--- src/rtl/vx_fpu_divsqrt_sched_pkg.sv ---
// Shared FPU types for the div/sqrt scheduler: exception flag record,
// scheduler state encoding and op codes.
`ifndef FFLAGS_BITS
`define FFLAGS_BITS 5
`endif

package vx_fpu_divsqrt_sched_pkg;

  localparam int FFLAGS_BITS = `FFLAGS_BITS;

  // IEEE exception flags in CSR fflags bit order {NV,DZ,OF,UF,NX}
  typedef struct packed {
    logic nv;
    logic dz;
    logic of;
    logic uf;
    logic nx;
  } fflags_t;

  typedef enum logic [1:0] {
    IDLE  = 2'd0,
    ISSUE = 2'd1,
    WAIT  = 2'd2,
    RESP  = 2'd3
  } fpu_sched_state_t;

  localparam logic FPU_OP_DIV  = 1'b0;
  localparam logic FPU_OP_SQRT = 1'b1;

  // A clear drops previously accumulated bits but never the flags of the
  // op completing in the same cycle.
  function automatic fflags_t fflags_merge(fflags_t acc, fflags_t fresh, logic clr);
    return clr ? fresh : fflags_t'(acc | fresh);
  endfunction

endpackage

--- src/rtl/vx_fpu_divsqrt_sched_rr_grant.sv ---
// Round-robin grant: one-hot of the first valid requester at or after ptr,
// searching upward and wrapping to 0, plus its index.
module vx_rr_grant #(
  parameter int NUM_REQS = 4,
  localparam int IDXW = $clog2(NUM_REQS)
) (
  input  logic [NUM_REQS-1:0] valid,
  input  logic [IDXW-1:0]     ptr,
  output logic [NUM_REQS-1:0] grant,
  output logic [IDXW-1:0]     idx,
  output logic                any
);

  // Walk the requesters starting at ptr and take the first valid one.
  always_comb begin
    logic found;
    int   j;
    grant = '0;
    idx   = '0;
    any   = |valid;
    found = 1'b0;
    j     = 0;
    for (int k = 0; k < NUM_REQS; k++) begin
      j = int'(ptr) + k;
      if (j >= NUM_REQS) j = j - NUM_REQS;
      if (!found && valid[j]) begin
        found    = 1'b1;
        grant[j] = 1'b1;
        idx      = IDXW'(j);
      end
    end
  end

endmodule

--- src/rtl/vx_fpu_divsqrt_sched.sv ---
// Scheduler sharing one iterative FP div/sqrt unit among NUM_REQS requesters.
// Round-robin grant, one op in flight, response steered back to the owner,
// sticky per-requester exception flags with CSR clear.
// Optional build macro FPU_SCHED_PERF_EN adds busy/stall performance counters.
//
// state | meaning
// IDLE  | arbitrating; req_ready carries the one-hot grant
// ISSUE | holding unit_req_valid with latched op/operands
// WAIT  | unit busy; waiting for the result pulse
// RESP  | presenting result to the owning requester
module vx_fpu_divsqrt_sched
  import vx_fpu_divsqrt_sched_pkg::*;
#(
  parameter int NUM_REQS  = 4,
  parameter int TAG_WIDTH = 8,
  parameter int FLEN      = 32
) (
  input  logic                                clk,
  input  logic                                reset,
  input  logic [NUM_REQS-1:0]                 req_valid,
  input  logic [NUM_REQS-1:0]                 req_op,
  input  logic [NUM_REQS*TAG_WIDTH-1:0]       req_tag,
  input  logic [NUM_REQS*2*FLEN-1:0]          req_data,
  output logic [NUM_REQS-1:0]                 req_ready,
  output logic                                unit_req_valid,
  input  logic                                unit_req_ready,
  output logic                                unit_req_op,
  output logic [2*FLEN-1:0]                   unit_req_data,
  input  logic                                unit_rsp_valid,
  input  logic [FLEN-1:0]                     unit_rsp_result,
  input  logic [`FFLAGS_BITS-1:0]             unit_rsp_fflags,
  output logic [NUM_REQS-1:0]                 rsp_valid,
  input  logic [NUM_REQS-1:0]                 rsp_ready,
  output logic [TAG_WIDTH-1:0]                rsp_tag,
  output logic [FLEN-1:0]                     rsp_result,
  output logic [`FFLAGS_BITS-1:0]             rsp_fflags,
  output logic [NUM_REQS*`FFLAGS_BITS-1:0]    sticky_fflags,
  input  logic [NUM_REQS-1:0]                 fflags_clr
`ifdef FPU_SCHED_PERF_EN
  ,
  output logic [63:0]                         perf_busy_cycles,
  output logic [63:0]                         perf_stall_cycles
`endif
);

  localparam int IDXW = $clog2(NUM_REQS);

  fpu_sched_state_t state, state_next;

  logic [IDXW-1:0]      rr_ptr;
  logic [IDXW-1:0]      owner;
  logic                 op_q;
  logic [2*FLEN-1:0]    data_q;
  logic [TAG_WIDTH-1:0] tag_q;
  logic [FLEN-1:0]      result_q;
  fflags_t              fflags_q;
  fflags_t              sticky [NUM_REQS];

  logic [NUM_REQS-1:0]  grant;
  logic [IDXW-1:0]      grant_idx;
  logic                 grant_any;
  logic                 accept;
  logic                 rsp_capture;

  vx_rr_grant #(.NUM_REQS(NUM_REQS)) u_rr_grant (
    .valid (req_valid),
    .ptr   (rr_ptr),
    .grant (grant),
    .idx   (grant_idx),
    .any   (grant_any)
  );

  assign accept      = (state == IDLE) && grant_any;
  assign rsp_capture = (state == WAIT) && unit_rsp_valid;

  // State register.
  always_ff @(posedge clk or posedge reset) begin
    if (reset) state <= IDLE;
    else       state <= state_next;
  end

  // Next-state and handshake outputs; only IDLE exposes the grant.
  always_comb begin
    state_next     = state;
    req_ready      = '0;
    unit_req_valid = 1'b0;
    rsp_valid      = '0;
    case (state)
      IDLE: begin
        req_ready = grant;
        if (grant_any) state_next = ISSUE;
      end
      ISSUE: begin
        unit_req_valid = 1'b1;
        if (unit_req_ready) state_next = WAIT;
      end
      WAIT: begin
        if (unit_rsp_valid) state_next = RESP;
      end
      RESP: begin
        rsp_valid[owner] = 1'b1;
        if (rsp_ready[owner]) state_next = IDLE;
      end
      default: state_next = IDLE;
    endcase
  end

  // Capture the granted request and the unit result; advance the pointer past the owner.
  always_ff @(posedge clk or posedge reset) begin
    if (reset) begin
      rr_ptr   <= '0;
      owner    <= '0;
      op_q     <= 1'b0;
      data_q   <= '0;
      tag_q    <= '0;
      result_q <= '0;
      fflags_q <= '0;
    end else begin
      if (accept) begin
        owner  <= grant_idx;
        op_q   <= req_op[grant_idx];
        data_q <= req_data[int'(grant_idx)*2*FLEN +: 2*FLEN];
        tag_q  <= req_tag[int'(grant_idx)*TAG_WIDTH +: TAG_WIDTH];
        rr_ptr <= (int'(grant_idx) == NUM_REQS-1) ? '0 : grant_idx + 1'b1;
      end
      if (rsp_capture) begin
        result_q <= unit_rsp_result;
        fflags_q <= unit_rsp_fflags;
      end
    end
  end

  // Sticky flag accumulation; clears apply in any state.
  always_ff @(posedge clk or posedge reset) begin
    if (reset) begin
      for (int i = 0; i < NUM_REQS; i++) sticky[i] <= '0;
    end else begin
      for (int i = 0; i < NUM_REQS; i++) begin
        sticky[i] <= fflags_merge(sticky[i],
                                  (rsp_capture && owner == IDXW'(i)) ? fflags_t'(unit_rsp_fflags) : '0,
                                  fflags_clr[i]);
      end
    end
  end

  for (genvar g = 0; g < NUM_REQS; g++) begin : g_sticky
    assign sticky_fflags[g*`FFLAGS_BITS +: `FFLAGS_BITS] = sticky[g];
  end

  assign unit_req_op   = op_q;
  assign unit_req_data = data_q;
  assign rsp_tag       = tag_q;
  assign rsp_result    = result_q;
  assign rsp_fflags    = fflags_q;

`ifdef FPU_SCHED_PERF_EN
  // Busy = any non-IDLE cycle; stall = someone waiting while nobody is granted.
  always_ff @(posedge clk or posedge reset) begin
    if (reset) begin
      perf_busy_cycles  <= '0;
      perf_stall_cycles <= '0;
    end else begin
      if (state != IDLE) perf_busy_cycles <= perf_busy_cycles + 64'd1;
      if (|req_valid && !(|req_ready)) perf_stall_cycles <= perf_stall_cycles + 64'd1;
    end
  end
`endif

endmodule

--- config.mk ---
export PLATFORM = sky130hd
export DESIGN_NAME = vx_fpu_divsqrt_sched
export DESIGN_NICKNAME = d
export VERILOG_FILES = /design/src/rtl/vx_fpu_divsqrt_sched_pkg.sv /design/src/rtl/vx_fpu_divsqrt_sched_rr_grant.sv /design/src/rtl/vx_fpu_divsqrt_sched.sv
export SDC_FILE = /design/constraint.sdc
export NUM_CORES = 1
export LEC_CHECK = 0
export ABC_AREA = 1
export CORE_AREA = 3 3 187 189
export DETAILED_ROUTE_END_ITERATION = 7
export DIE_AREA = 0 0 190 192
export GPL_TIMING_DRIVEN = 0
export PLACE_DENSITY_LB_ADDON = 0.25
export SKIP_CTS_REPAIR_TIMING = 1
export SLEW_MARGIN = 20
export SYNTH_ARGS = -nofsm -noshare
export SYNTH_HDL_FRONTEND = slang
export SYNTH_SLANG_ARGS = --single-unit
--- constraint.sdc ---
create_clock -name clk -period 5.5 [get_ports clk]
set_input_delay 1.1 -clock clk [delete_from_list [all_inputs] [get_ports clk]]
set_output_delay 1.1 -clock clk [all_outputs]
set_load 0.02 [all_outputs]
==> metrics, run 1 <==
status complete, no violations; Final Core Density 44.3%; max-slew violation count 0; Core Box Area 33400 um^2; grt ovf 0; P_leak 7.27 nW; Slew HR 43.2%; Die W 190 um; Max-cap violations 0; RSZ-0062 raised after global routing no; via count 10200; clk_skew 0.00763 ns; Setup WS post-layout 1.18 ns; first-pass GRT wire length 61.0 mm; number of global-route vias before repair 10300; CP arrival 3.22 ns; HPWL after detailed placement 34.2 mm; Min Hold Slack 0.479 ns; Synth-to-Final Area Change 68.9%; Worst path most repeated cell nand2_1; drt total wl 42.1 mm; Die ar. 36500 um^2; crit path cell chain clkdlybuf4s50_1, nand2_1, nand3_2, nand2_4, inv_2, nor2_4, nand2_1, o22ai_1, a21oi_1, o21ai_0, nand2_1, inv_1, clkdlybuf4s50_1; type of origin of the critical path input port; DRT iter0 DRCs 389; Mapped Cells 1302; gp weighted congestion 0.934; row cnt 67; fin area 14800 um^2; internal power 0.00469 W; reg-to-reg endpoint unit_req_data[11]$_DFFE_PP0P_; Port Buffers 483; Net Sw Frac 51.5%; Hold Startpoint unit_req_data[36]$_DFFE_PP0P_; distinct cell type count of the synthesized netlist 33; TNS Setup 0 ns; Reg2Reg Launch Point rr_ptr[1]$_DFFE_PP0P_; Clock Tree Root clkbuf_16; clk sink count 136; Clk network pwr share 12.9%; Pwr Density 652 nW/um^2; switching pwr 0.00498 W; count of final setup violators 0; Clock transition at path regs 0.07 ns; DP Area 14200 um^2; Synth warnings 0; crit path kind input port to primary output; Initial Utilization 26.3%; register area share after synthesis 38.8%; Hold Path Class register to register; Final Hold Viols 0; Mapped Nets 1657; antenna violations before repair 2; Num CTS Buffers 17; Max VDD drop 0.000271 V; pre-CTS WS 1.19 ns; fraction of layout cells with a size suffix above 1 7.21%; DRT Pass-1 Iters 5; Syn Area/Cell 6.74 um^2; Synth Cell Area 8780 um^2; Worst Setup End Kind primary output; routed len/inst 18.6 um; area occupied by multi-input gates 4230 um^2; Via density 4.50; Clock Latency Late Sink 0.42 ns; crit share post-route 78.6%; largest net degree at the start of global routing 71; fmax 231 MHz; Worst path slowest cell clkdlybuf4s50_1; Gate power share 69.4%; CP peak stage delay 0.60 ns; Worst Reg-to-Reg Cells 14; final antenna-violating net count 0; Seq. cell area 3400 um^2; CTS tree done; critical path fanouts, max 5; hold path depth 2; H-tree levels 4; delay-heaviest family, CP buffers and inverters; Buf/Inv on CP 4; # IOs 484; Nets 2160; synthesized flop and latch total 136; DRC 0; WHS Endpoint unit_req_data[36]$_DFFE_PP0P_; Req. time, crit path 4.40 ns; Seq pwr share 17.7%; Die Y 192 um; fillers 3438; Slew @ Worst Pin 0.853 ns; Clock Tree Buf Depth 2; Final min period 4.32 ns; GRT Total Usage 22.1%; r2r setup slk 2.39 ns
## cells in the mapped netlist
cell,number,area share [%]
nor2_2,2,0.14
nor3_1,1,0.057
clkbuf_1,31,1.3
nand4_2,1,0.14
inv_2,3,0.13
a21oi_1,9,0.51
o221ai_1,1,0.10
inv_6,1,0.10
clkinv_1,1,0.043
nand3b_1,1,0.086
dfrtp_1,136,39
nor2_1,14,0.60
buf_4,16,1.4
o21ai_0,24,1.4
nand3_1,248,14
buf_1,5,0.21
a22oi_1,1,0.086
nand3_2,3,0.34
buf_2,23,1.3
nand4_1,4,0.28
nand2_2,4,0.28
nor4_1,1,0.071
ha_1,10,1.4
o22ai_1,4,0.28
buf_6,2,0.26
mux2_2,37,4.7
nand2_4,4,0.51
a31oi_1,1,0.071
o211ai_1,12,1.0
nand2_1,505,22
o21bai_1,1,0.086
inv_1,194,8.3
nor2_4,2,0.26
## worst max path at each step
stage | start | cells past startpoint | slack (ns) | endpoint
final | req_valid[0] | 13 | 1.18 | req_ready[3]
after floorplan | reset | 1 | 0.76 | owner[0]$_DFFE_PP0P_
after CTS | req_valid[3] | 13 | 1.18 | req_ready[3]
after detailed placement | req_valid[3] | 13 | 1.19 | req_ready[3]
after global placement | reset | 2 | -1.59 | unit_req_data[57]$_DFFE_PP0P_
after global routing | req_valid[3] | 13 | 0.98 | req_ready[3]
## power by group through the flow
stage | Combinational (W) | Sequential (W) | Clock (W)
floorplan | 0.00353 | 0.00221 | 0
global placement | 0.00674 | 0.00171 | 0
detailed placement | 0.00680 | 0.00172 | 0
CTS | 0.00682 | 0.00171 | 0.00128
global route | 0.00741 | 0.00177 | 0.00132
finish | 0.00671 | 0.00171 | 0.00125
## area by class of cell
type | count | area share, %
clock inverters | 14 | 1.27
inverters | 199 | 5.12
multi-input cells | 890 | 28.5
plain buffers | 77 | 2.65
clock buffers | 18 | 2.89
flip-flops and latches | 136 | 22.9
repair buffers | 484 | 32.8
diodes | 1 | 0.0169
well taps | 448 | 3.78
## state kept, by name (all words and copies together) (netlist names)
signal / cells
sticky_fflags: 20
state: 2
rr_ptr: 2
rsp_fflags: 5
unit_req_op: 1
owner: 2
rsp_result: 32
rsp_tag: 8
unit_req_data: 64
## layer usage
layer,vias up,GRT usage (%),part of all wire (%)
li1,5059,-,-
met1,4670,25.1,40
met2,414,39.8,49
met3,58,6.21,7.7
met4,2,7.79,3.1
met5,-,0,0.031
## logic make-up after synthesis
kind of cell | share of synthesized area [%]
AND/OR/NAND/NOR | 38.5
AO/OA/AOI/OAI | 3.53
adder cells (fa/ha/maj) | 1.42
multiplexers | 4.74
buffers and inverters | 13.0
flip-flops | 38.8
## layout by cell type, fill, tap and decap left out, types with 2 or more instances in the layout
cell / n
inv_2: 3
clkdlybuf4s50_1: 483
ha_1: 10
inv_8: 3
nand3_1: 248
o211ai_1: 12
buf_2: 23
nand2_2: 4
nor2_4: 2
nand2_4: 4
dfrtp_1: 136
nor2_2: 2
clkbuf_1: 32
mux2_2: 37
nand3_2: 3
buf_1: 5
inv_1: 193
inv_6: 6
a21oi_1: 9
clkinvlp_4: 3
bufinv_16: 3
nand2_1: 505
buf_6: 2
o22ai_1: 4
buf_4: 16
nand4_1: 4
nor2_1: 14
clkbuf_16: 17
o21ai_0: 24
## worst register-to-register path, delay by kind of cell (launching register included)
kind          cells  cell delay (ns)
fa+ha+maj         1             0.39
buf+inv           5             0.89
flops             1             0.47
simple gates      8             1.30
## metrics by stage
stage | total power [W] | cells
after floorplan | 0.00575 | 1302
after global placement | 0.00845 | 2233
after detailed placement | 0.00852 | 2234
after CTS | 0.00981 | 2266
after global routing | 0.0105 | 2267
final | 0.00967 | 2267
Note: power is estimated with default switching activity, not from simulation.
==> run 2: changes to the inputs <==
==> constraint.sdc (replaced) <==
create_clock -name clk -period 4 [get_ports clk]
set_input_delay 0.8 -clock clk [delete_from_list [all_inputs] [get_ports clk]]
set_output_delay 0.8 -clock clk [all_outputs]
set_load 0.02 [all_outputs]
==> metrics, run 2 (synthesized netlist as in run 1, its figures left out) <==
max-slew violation count 0; routed len/inst 18.5 um; HPWL after detailed placement 34.2 mm; Synth-to-Final Area Change 69.5%; DRT Pass-1 Iters 5; fraction of layout cells with a size suffix above 1 7.46%; type of origin of the critical path register; Via density 4.51; crit share post-route 94.5%; clk sink count 136; status complete, no violations; crit path cell chain buf_4, inv_6, ha_1, inv_1, nand3_2, nand2_4, inv_2, nor2_4, nand2_1, o221ai_1, nand2_1, inv_1, clkdlybuf4s50_1; Pwr Density 891 nW/um^2; Post-Layout Cell Count 2270; Net Sw Frac 51.8%; Worst Setup End Kind primary output; row cnt 67; Clock Tree Root clkbuf_16; Gate power share 69.9%; CP peak stage delay 0.59 ns; Num CTS Buffers 17; H-tree levels 4; fillers 3369; gp weighted congestion 0.917; antenna violations before repair 1; pre-CTS WS 0.102 ns; Slew @ Worst Pin 0.781 ns; Final Core Density 44.5%; largest net degree at the start of global routing 32; Worst path slowest cell clkdlybuf4s50_1; crit path kind register to primary output; final antenna-violating net count 0; critical path fanouts, max 12; DP Area 14300 um^2; Seq pwr share 17.8%; Hold Path Class register to register; CP arrival 2.98 ns; fmax 265 MHz; grt ovf 0; count of final setup violators 0; DRT iter0 DRCs 384; fin area 14900 um^2; Antenna Cells 0; DRC 0; Die ar. 36500 um^2; Clock transition at path regs 0.06 ns; Clock Latency Late Sink 0.43 ns; Final min period 3.78 ns; Die Y 192 um; RSZ-0062 raised after global routing no; number of flip-flops in the largest register 64; Die W 190 um; CTS tree done; Core Box Area 33400 um^2; Slew HR 47.9%; P_leak 7.35 nW; TNS Setup 0 ns; number of global-route vias before repair 10300; placed insts 2238; drt total wl 42.0 mm; Initial Utilization 26.3%; Buf/Inv on CP 6; clk_skew 0.0134 ns; Setup WS post-layout 0.220 ns; Final Hold Viols 0; # IOs 484; via count 10200; delay-heaviest family, CP buffers and inverters; Port Buffers 483; commonest non-fill, non-tap cell in the layout nand2_1; Max-cap violations 0; Req. time, crit path 3.20 ns; Clk network pwr share 12.4%; Clock Tree Buf Depth 2; Max VDD drop 0.000374 V; internal power 0.00639 W; GRT Total Usage 22.3%; Nets 2164; commonest cells after routing, fill and taps aside nand2_1 (505), clkdlybuf4s50_1 (480), nand3_1 (248); switching pwr 0.00686 W; first-pass GRT wire length 61.4 mm
## run 2: cell types whose count changed in the layout (fill, tap and decap cells not counted), sizes merged
cell | before | now
clkdlybuf4s50 | 483 | 480
inv | 205 | 204
dlymetal6s2s | 0 | 3
diode | 1 | 0
clkinv | 2 | 3
buf | 47 | 51
clkinvlp | 3 | 4
bufinv | 3 | 2
## run 2: worst reg2reg max path: stages, from the launching register on
cell,delay [ns]
dfrtp_1,0.39
buf_4,0.19
inv_6,0.07
ha_1,0.38
inv_1,0.12
nand3_2,0.10
nand2_4,0.11
inv_2,0.05
nor2_4,0.10
nand4_1,0.11
nand2_2,0.36
inv_2,0.23
nor2_2,0.18
buf_2,0.31
nand2_1,0.22
nand3_1,0.13
## run 2: path summary, 6_finish.rpt
path                            depth (start not counted)  slack, ns                             to                           from
worst max-delay path                                   13       0.22                   req_ready[2]          rr_ptr[0]$_DFFE_PP0P_
worst min-delay path                                    2       0.48  unit_req_data[47]$_DFFE_PP0P_  unit_req_data[47]$_DFFE_PP0P_
worst max register to register                         15       0.88  unit_req_data[58]$_DFFE_PP0P_          rr_ptr[0]$_DFFE_PP0P_
worst min register to register                          2       0.48  unit_req_data[47]$_DFFE_PP0P_  unit_req_data[47]$_DFFE_PP0P_
max in group asynchronous                               5       2.41  unit_req_data[36]$_DFFE_PP0P_                          reset
min in group asynchronous                               2       0.69      rsp_result[8]$_DFFE_PP0N_                          reset
## run 2: power groups by stage
| stage | clock (W) | sequential [W] | combinational, W |
|---|---|---|---|
| 6_report | 0.00164 | 0.00235 | 0.00926 |
| 5_1_grt | 0.00174 | 0.00243 | 0.0102 |
| 4_1_cts | 0.00168 | 0.00235 | 0.00940 |
| 3_5_place_dp | 0 | 0.00237 | 0.00937 |
| 3_3_place_gp | 0 | 0.00235 | 0.00929 |
| 2_1_floorplan | 0 | 0.00304 | 0.00486 |
## run 2: metal layers
layer  routed length (um)  up-vias  track usage (%)
met1                16800     4721             25.5
met5                   11        -                0
met2                20900      379             39.9
met3                 3180       52             6.33
li1                     -     5075                -
met4                 1120        2             7.17
## run 2: layout make-up
type	count	area, um^2	area share (%)
plain buffers	77	393	2.64
clock buffers	18	429	2.88
clock inverters	14	163	1.09
inverters	199	756	5.08
multi-input cells	890	4230	28.4
flip-flops and latches	136	3400	22.9
well taps	448	561	3.77
repair buffers	488	4950	33.2
## run 2: stage by stage
stage          hold slack [ns]  total power, W
2_1_floorplan            0.560         0.00790
3_3_place_gp             0.464          0.0116
3_5_place_dp             0.464          0.0117
4_1_cts                  0.482          0.0134
5_1_grt                  0.489          0.0144
6_report                 0.477          0.0133
